==> config.mk <==
export PLATFORM = sky130hd
export DESIGN_NAME = approx_adder_pipe
export DESIGN_NICKNAME = d
export VERILOG_FILES = /design/src/rtl/approx_pkg.sv /design/src/rtl/approx_seg.sv /design/src/rtl/approx_adder_pipe.sv
export SDC_FILE = /design/constraint.sdc
export NUM_CORES = 1
export LEC_CHECK = 0
export ABC_AREA = 1
export CAP_MARGIN = 20
export CORE_UTILIZATION = 35
export DETAILED_ROUTE_END_ITERATION = 10
export PLACE_DENSITY = 0.69
export SYNTH_ARGS = -nofsm -noshare
export SYNTH_HDL_FRONTEND = slang
export SYNTH_SLANG_ARGS = --single-unit
==> constraint.sdc <==
create_clock -name clk -period 6.3 [get_ports clk]
set_input_delay 1.26 -clock clk [delete_from_list [all_inputs] [get_ports clk]]
set_output_delay 1.26 -clock clk [all_outputs]
set_load 0.01 [all_outputs]
==> src/rtl/approx_pkg.sv <==
`default_nettype none
// approx_pkg -- shared defaults, k-clamp helper and stage-1 payload type (rev 1.0)
package approx_pkg;

  localparam int W_DEF     = 16;
  localparam int P_MAX_DEF = 8;
  localparam int MAX_W     = 64;

  // Fields are sized for the widest legal operand; unused upper bits stay zero.
  typedef struct packed {
    logic [MAX_W-1:0] y_lo;
    logic             carry;
    logic [MAX_W-1:0] a_hi;
    logic [MAX_W-1:0] b_hi;
  } s1_payload_t;

  function automatic int clamp_k(input int k, input int p_max);
    return (k > p_max) ? p_max : k;
  endfunction

endpackage
`default_nettype wire

==> src/rtl/approx_seg.sv <==
`default_nettype none
// approx_seg -- combinational segment adder: bits below k are OR-approximated, the rest ripple exactly (rev 1.0)
module approx_seg
  import approx_pkg::*;
#(
  parameter int WIDTH = 8,
  parameter int KW    = 4
) (
  input  logic [WIDTH-1:0] a,
  input  logic [WIDTH-1:0] b,
  input  logic [KW-1:0]    k,
  input  logic             cin,
  output logic [WIDTH-1:0] sum,
  output logic             cout
);

  always_comb begin
    logic c;
    c   = cin;
    sum = '0;
    for (int i = 0; i < WIDTH; i++) begin
      if (i < int'(k)) begin
        // Approximated bit: no carry chain, but the last one seeds the exact part.
        sum[i] = a[i] | b[i];
        c      = a[i] & b[i];
      end else begin
        sum[i] = a[i] ^ b[i] ^ c;
        c      = (a[i] & b[i]) | (c & (a[i] ^ b[i]));
      end
    end
    cout = c;
  end

endmodule
`default_nettype wire

==> src/rtl/approx_adder_pipe.sv <==
`default_nettype none
// approx_adder_pipe -- two-stage approximate adder with valid/ready handshakes (rev 1.0)
// Optional error statistics (err_abs, err_acc, stats_clr) when APPROX_ERR_STATS_EN is defined.
module approx_adder_pipe
  import approx_pkg::*;
#(
  parameter int  W     = W_DEF,
  parameter int  P_MAX = P_MAX_DEF,
  parameter int  SPLIT = W / 2,
  localparam int KW    = $clog2(W + 1)
) (
  input  logic          clk,
  input  logic          rst,
  input  logic          in_valid,
  output logic          in_ready,
  input  logic [W-1:0]  a,
  input  logic [W-1:0]  b,
  input  logic [KW-1:0] approx_k,
  output logic          out_valid,
  input  logic          out_ready,
  output logic [W:0]    y,
`ifdef APPROX_ERR_STATS_EN
  output logic [W:0]    err_abs,
  output logic [31:0]   err_acc,
  input  logic          stats_clr,
`endif
  output logic [15:0]   tx_cnt
);

  localparam int HW = W - SPLIT;

  logic          s1_valid;
  logic          s2_adv;
  logic          out_hs;
  logic [KW-1:0] k_eff;
  s1_payload_t   s1_d;
  s1_payload_t   s1_q;
  logic [SPLIT-1:0] lo_sum;
  logic          lo_cout;
  logic [HW-1:0] hi_sum;
  logic          hi_cout;
  logic [W:0]    y_next;
  logic          unused_pad;

  // Stage 1 can only advance together with stage 2, so in_ready never looks at in_valid.
  assign s2_adv   = !out_valid || out_ready;
  assign in_ready = !s1_valid || s2_adv;
  assign out_hs   = out_valid && out_ready;

  assign k_eff = KW'(clamp_k(int'(approx_k), P_MAX));

  approx_seg #(.WIDTH(SPLIT), .KW(KW)) u_seg_lo (
    .a    (a[SPLIT-1:0]),
    .b    (b[SPLIT-1:0]),
    .k    (k_eff),
    .cin  (1'b0),
    .sum  (lo_sum),
    .cout (lo_cout)
  );

  always_comb begin
    s1_d       = '0;
    s1_d.y_lo  = MAX_W'(lo_sum);
    s1_d.carry = lo_cout;
    s1_d.a_hi  = MAX_W'(a[W-1:SPLIT]);
    s1_d.b_hi  = MAX_W'(b[W-1:SPLIT]);
  end

  always_ff @(posedge clk) begin
    if (rst) begin
      s1_valid <= 1'b0;
      s1_q     <= '0;
    end else if (in_ready) begin
      s1_valid <= in_valid;
      if (in_valid) s1_q <= s1_d;
    end
  end

  // Upper segment is always exact; k never reaches past SPLIT.
  approx_seg #(.WIDTH(HW), .KW(1)) u_seg_hi (
    .a    (s1_q.a_hi[HW-1:0]),
    .b    (s1_q.b_hi[HW-1:0]),
    .k    (1'b0),
    .cin  (s1_q.carry),
    .sum  (hi_sum),
    .cout (hi_cout)
  );

  assign y_next     = {hi_cout, hi_sum, s1_q.y_lo[SPLIT-1:0]};
  assign unused_pad = ^{s1_q.y_lo[MAX_W-1:SPLIT], s1_q.a_hi[MAX_W-1:HW], s1_q.b_hi[MAX_W-1:HW]};

  always_ff @(posedge clk) begin
    if (rst) begin
      out_valid <= 1'b0;
      y         <= '0;
    end else if (s2_adv) begin
      out_valid <= s1_valid;
      if (s1_valid) y <= y_next;
    end
  end

  always_ff @(posedge clk) begin
    if (rst)         tx_cnt <= '0;
    else if (out_hs) tx_cnt <= tx_cnt + 16'd1;
  end

`ifdef APPROX_ERR_STATS_EN
  localparam int AW = ((W + 1 > 32) ? W + 1 : 32) + 1;

  logic [W:0]    exact_s1;
  logic [W:0]    err_next;
  logic [AW-1:0] acc_sum;
  logic [AW-1:0] clr_val;

  function automatic logic [31:0] sat32(input logic [AW-1:0] v);
    return (v > AW'(32'hFFFF_FFFF)) ? 32'hFFFF_FFFF : v[31:0];
  endfunction

  always_ff @(posedge clk) begin
    if (rst)                        exact_s1 <= '0;
    else if (in_valid && in_ready)  exact_s1 <= {1'b0, a} + {1'b0, b};
  end

  assign err_next = (exact_s1 >= y_next) ? (exact_s1 - y_next) : (y_next - exact_s1);

  always_ff @(posedge clk) begin
    if (rst)                       err_abs <= '0;
    else if (s2_adv && s1_valid)   err_abs <= err_next;
  end

  assign acc_sum = AW'(err_acc) + AW'(err_abs);
  assign clr_val = out_hs ? AW'(err_abs) : '0;

  always_ff @(posedge clk) begin
    if (rst)            err_acc <= '0;
    else if (stats_clr) err_acc <= sat32(clr_val);
    else if (out_hs)    err_acc <= sat32(acc_sum);
  end
`else
  // Without statistics only the approximate datapath exists.
`endif

endmodule
`default_nettype wire

==> flow_summary.yaml, run 1 <==
outcome:
  outcome: "finished, final reports clean"
drt:
  drt_wl_total_um: 7361
  wl_per_cell_um: 11.85
  ant_nets: 0
  dr.pass1.iters: 4
  viasPerCell: 4.721
  vias: 2932
  drc: 0
  drtIter0Drc: 86
synth:
  syn_area_per_cell_sq_um: 7.614
  yosysWarnings: 0
  async_reset_ff_share_pct: 0
  yosysUniqueCellTypes: 31
  synth_seq_area_share_pct: 36.43
  synth_top_area_share_pct: 36.43
  yosys-top-cells-count: "79 x nor2_1, 60 x dfxtp_1, 60 x nand2_1"
  synth_most_common_cell: "nor2_1"
  synth.largest_area_cell: "dfxtp_1"
  synth.net_count: 506
  postSynthCellCount: 433
  ys_top_cells_by_area: "dfxtp_1 36%, fa_1 9.1%, nor2_1 9.0%, nand2_1 6.8%, ha_1 6.5%"
  ys.flop_type: "dfxtp_1"
  synth-edff-count: 0
  syn-cell-area_sq_um: 3297
  ys_ff_latch: 60
timing:
  setup_violations: 0
  setup-tns-final_ns: 0
  hold_viol_final: 0
  worstMarginPinSlew_ns: 0.7706
  fin_crit_sh_pct: 87.32
  holdWs_ns: 0.4681
  slew_headroom_pct: 48.46
  skew_ns: 0.007351
  grt_setup_unrepaired: "no"
  fmax_mhz: 181.8
  period_minus_slack_ns: 5.501
  timing.final.max_slew_violations: 0
floorplan:
  rows: 35
  ioPinCount: 76
  start_util_pct: 35.85
  fp.dieH_um: 99.06
  core_area_sq_um: 9196
  die_w_um: 99.06
  die_area_sq_um: 9812
cts:
  cts_resized: 0
  cts_buffer_depth: 2
  h-tree-depth: 3
  cts_root_buf: "clkbuf_8"
  cts.clk_slew.worst_paths_ns: 0.07
  clock_latency_ns: 0.33
  clkSinkCount: 60
  holdBufCountCts: 0
  cts_buffers: 9
  cts_setup_buffers: 0
  cts_tree: "built"
worst_setup_path:
  critPathMostFrequentCell: "fa_1"
  critical_path.cell_chain: "clkdlybuf4s50_1 -> ha_1 -> fa_1 -> nand2_1 -> nand2_1 -> fa_1 -> mux2_1 -> fa_1 -> mux2_2 -> fa_1 -> mux2i_1 -> fa_1 -> o21ai_0 -> fa_1 -> mux2i_1 -> fa_1 -> nor2_1 -> nor3_1 -> nor2_1"
  crit_required_ns: 6.57
  start_kind: "primary input"
  cp-end-kind: "flip-flop"
  path_class: "in -> reg"
  cp_slowest_cell: "fa_1"
  cp_slowest_stage_delay_ns: 0.44
  cp.arrival_ns: 5.77
  cp_max_fo: 2
placed_design:
  hpwl_um: 5463
  port_buffers: 75
  gp_congestion: 0.8469
  dp_cells: 605
global_route:
  grt_pass1_vias: 2812
  antenna_found_initial: 0
  grt_start_max_net_pins: 46
  grt_usage_pct: 16.02
  grt_overflow: 0
  grt_pass1_wl_um: 12520
layout:
  antenna_cells: 0
  fin_nets: 578
  area_delta_synth_final_pct: 32.30
  filler_cell_count: 901
  instances_no_fill: 621
  drive_above_1_share_pct: 8.824
power:
  power_density_nw_per_um2: 224.7
  power_mw: 0.9803
  ir_drop_uv: 110.5
  power_switching_mw: 0.2383
  p_leak_nw: 1.782
  combPwrFrac_pct: 13.9
  netSwitchingFraction_pct: 24.31
  clkPwrFrac_pct: 43.8
  internal_power_mw: 0.7419
  seq_power_share_pct: 42.3
min_path:
  hold_path_class: "reg -> reg"
run:
  maxCapViolations: 0
-- sequential cells by signal (all words and copies together) (netlist names) --
name,cells
s1_q,25
y,17
tx_cnt,16
out_valid,1
s1_valid,1
-- layer usage --
metal / global-route usage [%] / vias to the layer above / part of all wire, %
li1: - / 1508 / -
met1: 18.78 / 1334 / 45
met2: 28.03 / 77 / 48
met3: 3.404 / 13 / 4.5
met4: 7.353 / 0 / 1.9
met5: 0 / - / 0
-- cell families (layout without fill, tap and decap cells) --
| logic type | count (synthesis) | after routing | synth area share (%) |
|---|---|---|---|
| AOI/OAI and AO/OA | 83 | 83 | 13.55 |
| xor gates and xnor gates | 1 | 1 | 0.2657 |
| adders and majority gates | 32 | 32 | 15.56 |
| buffers and inverters | 75 | 152 | 9.184 |
| DFF | 60 | 60 | 36.43 |
| muxes | 4 | 4 | 1.290 |
| and+or+nand+nor | 178 | 178 | 23.72 |
-- final timing paths --
kind	from	to	slack (ns)	cells after the start
worst min register to register	s1_q[129]$_SDFFE_PP0P_	s1_q[129]$_SDFFE_PP0P_	0.47	2
worst max register to register	s1_q[0]$_SDFFE_PP0P_	y[15]$_SDFFE_PP0P_	2.64	12
worst min-delay path	s1_q[129]$_SDFFE_PP0P_	s1_q[129]$_SDFFE_PP0P_	0.47	2
worst max-delay path	a[0]	s1_q[136]$_SDFFE_PP0P_	0.80	19
-- worst max-delay path, delay by kind of cell --
kind            cells  cell delay (ns)
mux                 4             0.92
buf+inv             1             0.42
fa+ha+maj           8             2.62
compound gates      1             0.12
simple gates        5             0.42
-- cell type report --
| class | count | area, sq um | share of cell area, % |
|---|---|---|---|
| clock inverters | 6 | 111.4 | 2.553 |
| repair buffers | 75 | 750.7 | 17.21 |
| inverters | 61 | 229.0 | 5.250 |
| multi-input cells | 298 | 1793 | 41.11 |
| clock buffers | 10 | 137.6 | 3.155 |
| flip-flops and latches | 60 | 1201 | 27.54 |
| well taps | 111 | 138.9 | 3.184 |
-- stage by stage --
stage | setup slack, ns | instance area [sq um] | util (%)
after floorplan | 1.144 | 3297 | -
after global placement | 0.5643 | 4113 | 44.72
after detailed placement | 0.4375 | 4113 | 44.72
after CTS | 0.8007 | 4362 | 47.43
after global routing | 0.5383 | 4362 | 47.43
final | 0.7989 | 4362 | 47.43
-- power groups by stage --
stage	combinational (mW)	clock, mW	sequential (mW)
2_1_floorplan	0.0707	0	0.425
3_3_place_gp	0.134	0	0.423
3_5_place_dp	0.137	0	0.424
4_1_cts	0.138	0.438	0.415
5_1_grt	0.156	0.456	0.417
6_report	0.136	0.429	0.415
-- layout by cell type, fill, tap and decap left out, drive strengths merged, types with 2 or more instances in the layout --
master          n
nor2           88
clkdlybuf4s50  75
nand2          67
inv            61
dfxtp          60
o21ai          48
a21oi          27
ha             17
fa             15
nand3          13
clkbuf         10
o211ai          8
nand4           6
nor3            3
bufinv          3
mux2i           2
mux2            2
clkinv          2
No activity file was read; power rests on OpenSTA's default activity.
==> inputs of run 2 (changes only) <==
Settings changed: REMOVE_ABC_BUFFERS from default to 1.
==> run 2 against run 1 <==
  * Die area unchanged
  * Critical path depth did not move
  * Non-clock buffer count unchanged
  * Count of clock-buffer cells in the layout rose by 1
  * Worst hold slack lost 0.0060 ns
  * Combinational power about the same
  * Total power fell by 11%
  * Setup slack lost 0.057 ns
  * Register-to-register slack worse by 0.02 ns
  * Sequential power hardly changed
  * Global-route usage fell by 0.37 points
  * Cell area down 1.4%
  * Critical path type unchanged
  * Critical endpoint unchanged
==> flow_summary.yaml, run 2 (synthesis gave the netlist of run 1 again) <==
power:
  ir_drop_uv: 77.74
  p_leak_nw: 1.747
  power_density_nw_per_um2: 202.1
  power_mw: 0.8693
timing:
  holdWs_ns: 0.4621
  grt_setup_unrepaired: "no"
  period_minus_slack_ns: 5.558
  setup_violations: 0
  hold_viol_final: 0
  fmax_mhz: 179.9
  worstMarginPinSlew_ns: 0.7199
  skew_ns: 0.01761
  slew_headroom_pct: 51.85
  fin_crit_sh_pct: 88.23
  timing.final.max_slew_violations: 0
  setup-tns-final_ns: 0
drt:
  wl_per_cell_um: 11.89
  dr.pass1.iters: 4
  drc: 0
  met1_length_um: 3330
  drt_wl_total_um: 7386
  drtIter0Drc: 77
  dr.max_layer_used: "met4"
  wl_met3_um: 310
  viasPerCell: 4.721
  vias: 2932
  ant_nets: 0
  routed-wl-met2_um: 3682
placed_design:
  postPlaceCellArea_sq_um: 4113
  gp_congestion: 0.8173
  hpwl_um: 5490
  port_buffers: 75
global_route:
  grt_overflow: 0
  antenna_found_initial: 0
  grt_pass1_vias: 2783
  grt_pass1_wl_um: 12330
  grt_start_max_net_pins: 46
  grt_usage_pct: 15.65
layout:
  reg_top3: "s1_q (25), y (17), tx_cnt (16)"
  largest_reg_flops: 25
  drive_above_1_share_pct: 8.824
  fin_area_sq_um: 4300
  fin_util_pct: 46.76
  largest_register: "s1_q"
  layout_commonest_cell: "nor2_1"
  antenna_cells: 0
  final_cell_mix: "79 x nor2_1, 75 x clkdlybuf4s50_1, 60 x nand2_1, 60 x dfxtp_1, 54 x inv_1"
  fin_nets: 578
  area_delta_synth_final_pct: 30.44
worst_setup_path:
  cp-end-kind: "flip-flop"
  reg2regPathDepth: 12
  cp_max_fo: 2
  r2r_start: "s1_q[0]$_SDFFE_PP0P_"
  crit_required_ns: 6.57
  critical_path.reg2reg.endpoint: "y[15]$_SDFFE_PP0P_"
  path_class: "in -> reg"
  cp.arrival_ns: 5.82
  reg2reg_slack_ns: 2.62
  start_kind: "primary input"
outcome:
  outcome: "finished, final reports clean"
floorplan:
  core_area_sq_um: 9196
  fp.dieH_um: 99.06
  rows: 35
  die_w_um: 99.06
  start_util_pct: 35.85
  ioPinCount: 76
  die_area_sq_um: 9812
run:
  maxCapViolations: 0
cts:
  h-tree-depth: 3
  cts_tree: "built"
  cts_resized: 0
  cts_buffer_depth: 2
  clkSinkCount: 60
  cts_root_buf: "clkbuf_8"
  cts_setup_buffers: 0
  cts.clk_slew.worst_paths_ns: 0.07
  cts_buffers: 9
  holdBufCountCts: 0
  clock_latency_ns: 0.34
min_path:
  hold_path_class: "reg -> reg"
  hold_path_depth: 2
  hp-start: "s1_q[129]$_SDFFE_PP0P_"
  holdPathEnd: "s1_q[129]$_SDFFE_PP0P_"
## run 2: changes by cell type in the layout (fill, tap and decap cells not counted), sizes merged
cell	change
bufinv	-3
clkinvlp	+2
clkbuf	+1
## run 2: stage by stage
step,std cells,worst slack (ns)
finish,621,0.7417
global route,621,0.5140
CTS,621,0.7622
detailed placement,605,0.4185
global placement,605,0.5611
floorplan,419,1.137
## run 2: how the worst max path moves through the flow
stage          start                     end  slack (ns)  cells past startpoint
2_1_floorplan   a[0]  s1_q[136]$_SDFFE_PP0P_        1.14                     18
3_3_place_gp    a[0]  s1_q[136]$_SDFFE_PP0P_        0.56                     19
3_5_place_dp    a[0]  s1_q[136]$_SDFFE_PP0P_        0.42                     19
4_1_cts         a[0]  s1_q[136]$_SDFFE_PP0P_        0.76                     19
5_1_grt         b[0]  s1_q[136]$_SDFFE_PP0P_        0.51                     19
6_report        a[0]  s1_q[136]$_SDFFE_PP0P_        0.74                     19
## run 2: report_power, final
group / internal, mW / switching [mW] / total (mW)
clock: 0.164 / 0.154 / 0.318
combinational: 0.0674 / 0.0696 / 0.137
sequential: 0.401 / 0.0136 / 0.415
## run 2: area by class of cell
type                    count  area (sq um)
clock buffers              11         151.4
clock inverters             5         36.28
fillers                   934          4896
inverters                  61         229.0
multi-input cells         298          1793
flip-flops and latches     60          1201
well taps                 111         138.9
repair buffers             75         750.7
## run 2: critical path: stages
cell             delay (ns)
clkdlybuf4s50_1        0.43
ha_1                   0.22
fa_1                   0.36
nand2_1                0.07
nand2_1                0.06
fa_1                   0.35
mux2_1                 0.30
fa_1                   0.35
mux2_2                 0.28
fa_1                   0.37
mux2i_1                0.17
fa_1                   0.18
o21ai_0                0.12
fa_1                   0.38
mux2i_1                0.19
fa_1                   0.44
nor2_1                 0.12
nor3_1                 0.06
nor2_1                 0.10
## run 2: metal layers
metal	global-route usage [%]	up-vias
li1	-	1509
met1	18.36	1350
met2	28.46	64
met3	3.475	9
met4	4.638	0
met5	0	-
==> inputs of run 3 (changes only) <==
Settings changed: ABC_AREA 1 to default, CAP_MARGIN 20 to 30, PLACE_DENSITY 0.69 to 0.7.
==> run 3 against run 2 <==
  * Die area down 4.6%
  * Synthesized cell count decreased by 18%
  * Register-to-register slack worse by 0.12 ns
  * Setup slack worse by 0.22 ns
  * Non-clock buffer count rose by 4
  * Sequential share of layout area up 1.0 points
  * Global-route usage up 0.22 points
  * Largest power group unchanged
  * Highest routed layer unchanged
  * Count of clock-buffer cells in the layout increased by 2
==> flow_summary.yaml, run 3 <==
outcome:
  outcome: "finished, final reports clean"
floorplan:
  ioPinCount: 76
  start_util_pct: 36.01
  die_w_um: 96.73
  rows: 34
  die_area_sq_um: 9356
  core_area_sq_um: 8721
  fp.dieH_um: 96.73
layout:
  seq_area_sq_um: 1201
  multiInputGateArea_sq_um: 1739
  filler_cell_count: 856
  drive_above_1_share_pct: 10.16
  reg_top3: "s1_q (25), y (17), tx_cnt (16)"
  largest_register: "s1_q"
  antenna_cells: 0
  instances_no_fill: 541
  layout_commonest_cell: "clkdlybuf4s50_1"
  largest_reg_flops: 25
  final_cell_mix: "74 x clkdlybuf4s50_1, 69 x nand2_1, 60 x dfxtp_1, 41 x a21oi_1, 31 x nor2_1"
  fin_nets: 502
  area_delta_synth_final_pct: 31.99
timing:
  hold_viol_final: 0
  timing.final.max_slew_violations: 0
  setup_violations: 0
  period_minus_slack_ns: 5.775
  setup-tns-final_ns: 0
  slew_headroom_pct: 49.54
  grt_setup_unrepaired: "no"
  fin_crit_sh_pct: 91.67
  skew_ns: 0.005249
  worstMarginPinSlew_ns: 0.7569
  fmax_mhz: 173.2
global_route:
  grt_overflow: 0
  antenna_found_initial: 0
  grt_pass1_wl_um: 11940
  grt_start_max_net_pins: 52
  grt_pass1_vias: 2625
  grt_usage_pct: 15.87
drt:
  viasPerCell: 4.756
  vias: 2573
  wl_per_cell_um: 12.42
  drc: 0
  dr.pass1.iters: 4
  drtIter0Drc: 76
  drt_wl_total_um: 6719
  ant_nets: 0
power:
  clkPwrFrac_pct: 36.4
  ir_drop_uv: 108.9
  internal_power_mw: 0.6180
  seq_power_share_pct: 49.1
  p_leak_nw: 1.605
  power_density_nw_per_um2: 200.2
  power_switching_mw: 0.2117
  netSwitchingFraction_pct: 25.52
  combPwrFrac_pct: 14.5
cts:
  h-tree-depth: 3
  cts_buffer_depth: 2
  holdBufCountCts: 0
  cts_tree: "built"
  cts.clk_slew.worst_paths_ns: 0.06
  cts_resized: 0
  cts_buffers: 9
  clkSinkCount: 60
  cts_setup_buffers: 0
  cts_root_buf: "clkbuf_8"
  clock_latency_ns: 0.33
synth:
  ys_top_cells_by_area: "dfxtp_1 38%, fa_1 9.6%, nand2_1 8.2%, ha_1 6.8%, a21oi_1 6.5%"
  yosysWarnings: 0
  synth_top_area_share_pct: 38.25
  ys_ff_latch: 60
  yosysUniqueCellTypes: 40
  yosys-top-cells-count: "69 x nand2_1, 60 x dfxtp_1, 41 x a21oi_1"
  async_reset_ff_share_pct: 0
  postSynthCellCount: 356
  ys.flop_type: "dfxtp_1"
  synth.largest_area_cell: "dfxtp_1"
  syn-cell-area_sq_um: 3141
  synth-edff-count: 0
  synth_seq_area_share_pct: 38.25
  syn_area_per_cell_sq_um: 8.822
  synth_most_common_cell: "nand2_1"
worst_setup_path:
  cp_slowest_stage_delay_ns: 0.50
  cp_slowest_cell: "clkdlybuf4s50_1"
  cp-startpoint: "approx_k[1]"
  start_kind: "primary input"
  cp-end-kind: "flip-flop"
  critPathMostFrequentCell: "fa_1"
  reg2reg_slack_ns: 2.50
  crit_required_ns: 6.55
  critical_path.cell_chain: "clkdlybuf4s50_1 -> nor4_1 -> buf_4 -> mux2_2 -> fa_1 -> mux2_2 -> fa_1 -> mux2_2 -> fa_1 -> mux2i_1 -> fa_1 -> a21oi_1 -> fa_1 -> mux2i_1 -> fa_1 -> nand2_1 -> nand3_1 -> a21oi_1"
  r2r_start: "s1_q[128]$_SDFFE_PP0P_"
  path_class: "in -> reg"
  cp_max_fo: 6
  cp.arrival_ns: 6.03
placed_design:
  gp_congestion: 0.7816
  hpwl_um: 4937
  port_buffers: 75
  dp_cells: 526
min_path:
  hold_path_class: "reg -> reg"
  hp-start: "s1_q[135]$_SDFFE_PP0P_"
run:
  maxCapViolations: 0
-- run 3: cell types whose count changed after synthesis, sizes merged, moves of 4 or more --
cell | previous run | this run
o21ai | 48 | 3
a21oi | 27 | 41
nor4 | 0 | 4
a211oi | 0 | 9
xnor2 | 0 | 9
nand3 | 13 | 7
o211ai | 8 | 0
nor2 | 88 | 33
inv | 61 | 30
nor3 | 3 | 11
-- run 3: metrics by stage --
stage	util [%]	area [sq um]	power (mW)	worst slack (ns)	hold slack (ns)
floorplan	-	3053	0.4691	1.006	0.4260
finish	47.53	4145	0.8298	0.5251	0.4499
global placement	45.37	3956	0.5319	0.3202	0.4376
global route	47.53	4145	0.8789	0.3180	0.4634
CTS	47.53	4145	0.8447	0.5202	0.4504
detailed placement	45.60	3976	0.5378	0.1715	0.4470
-- run 3: cell type report --
class | count | area share [%]
clock inverters | 2 | 0.2415
repair buffers | 79 | 19.02
flip-flops and latches | 60 | 28.98
clock buffers | 13 | 3.833
inverters | 30 | 2.717
multi-input cells | 249 | 41.96
well taps | 108 | 3.260
-- run 3: worst max-delay path: cells and delay by family --
family                     cells  cell delay [ns]
adders and majority gates      6             2.08
AOI/OAI and AO/OA              2             0.23
and+or+nand+nor                3             0.51
muxes                          5             1.25
buffers and inverters          2             0.69
-- run 3: cells by family after synthesis --
| logic type | share of synthesized area [%] |
|---|---|
| DFF | 38.25 |
| and+or+nand+nor | 21.67 |
| muxes | 2.510 |
| buffers and inverters | 6.374 |
| xor gates and xnor gates | 3.068 |
| adders and majority gates | 16.33 |
| AOI/OAI and AO/OA | 11.79 |
-- run 3: worst paths after layout --
| check | end | cells past startpoint |
|---|---|---|
| worst max-delay path | s1_q[136]$_SDFFE_PP0P_ | 18 |
| worst min-delay path | y[6]$_SDFFE_PP0P_ | 2 |
| worst max register to register | y[15]$_SDFFE_PP0P_ | 12 |
| worst min register to register | y[6]$_SDFFE_PP0P_ | 2 |
-- run 3: layer usage --
layer  track usage (%)  routed length (um)  share of wire (%)  up-vias
met1             18.70                3077                 46     1193
met4             4.592                  63               0.94        0
met3             4.913                 285                4.2        6
met2             27.63                3293                 49       66
li1                  -                   -                  -     1308
met5                 0                   0                  0        -
-- run 3: power groups by stage --
stage          registers, mW  clock network (mW)  logic [mW]
2_1_floorplan          0.416                   0      0.0527
3_3_place_gp           0.415                   0       0.117
3_5_place_dp           0.416                   0       0.122
4_1_cts                0.407               0.315       0.123
5_1_grt                0.409               0.331       0.138
6_report               0.407               0.302       0.120
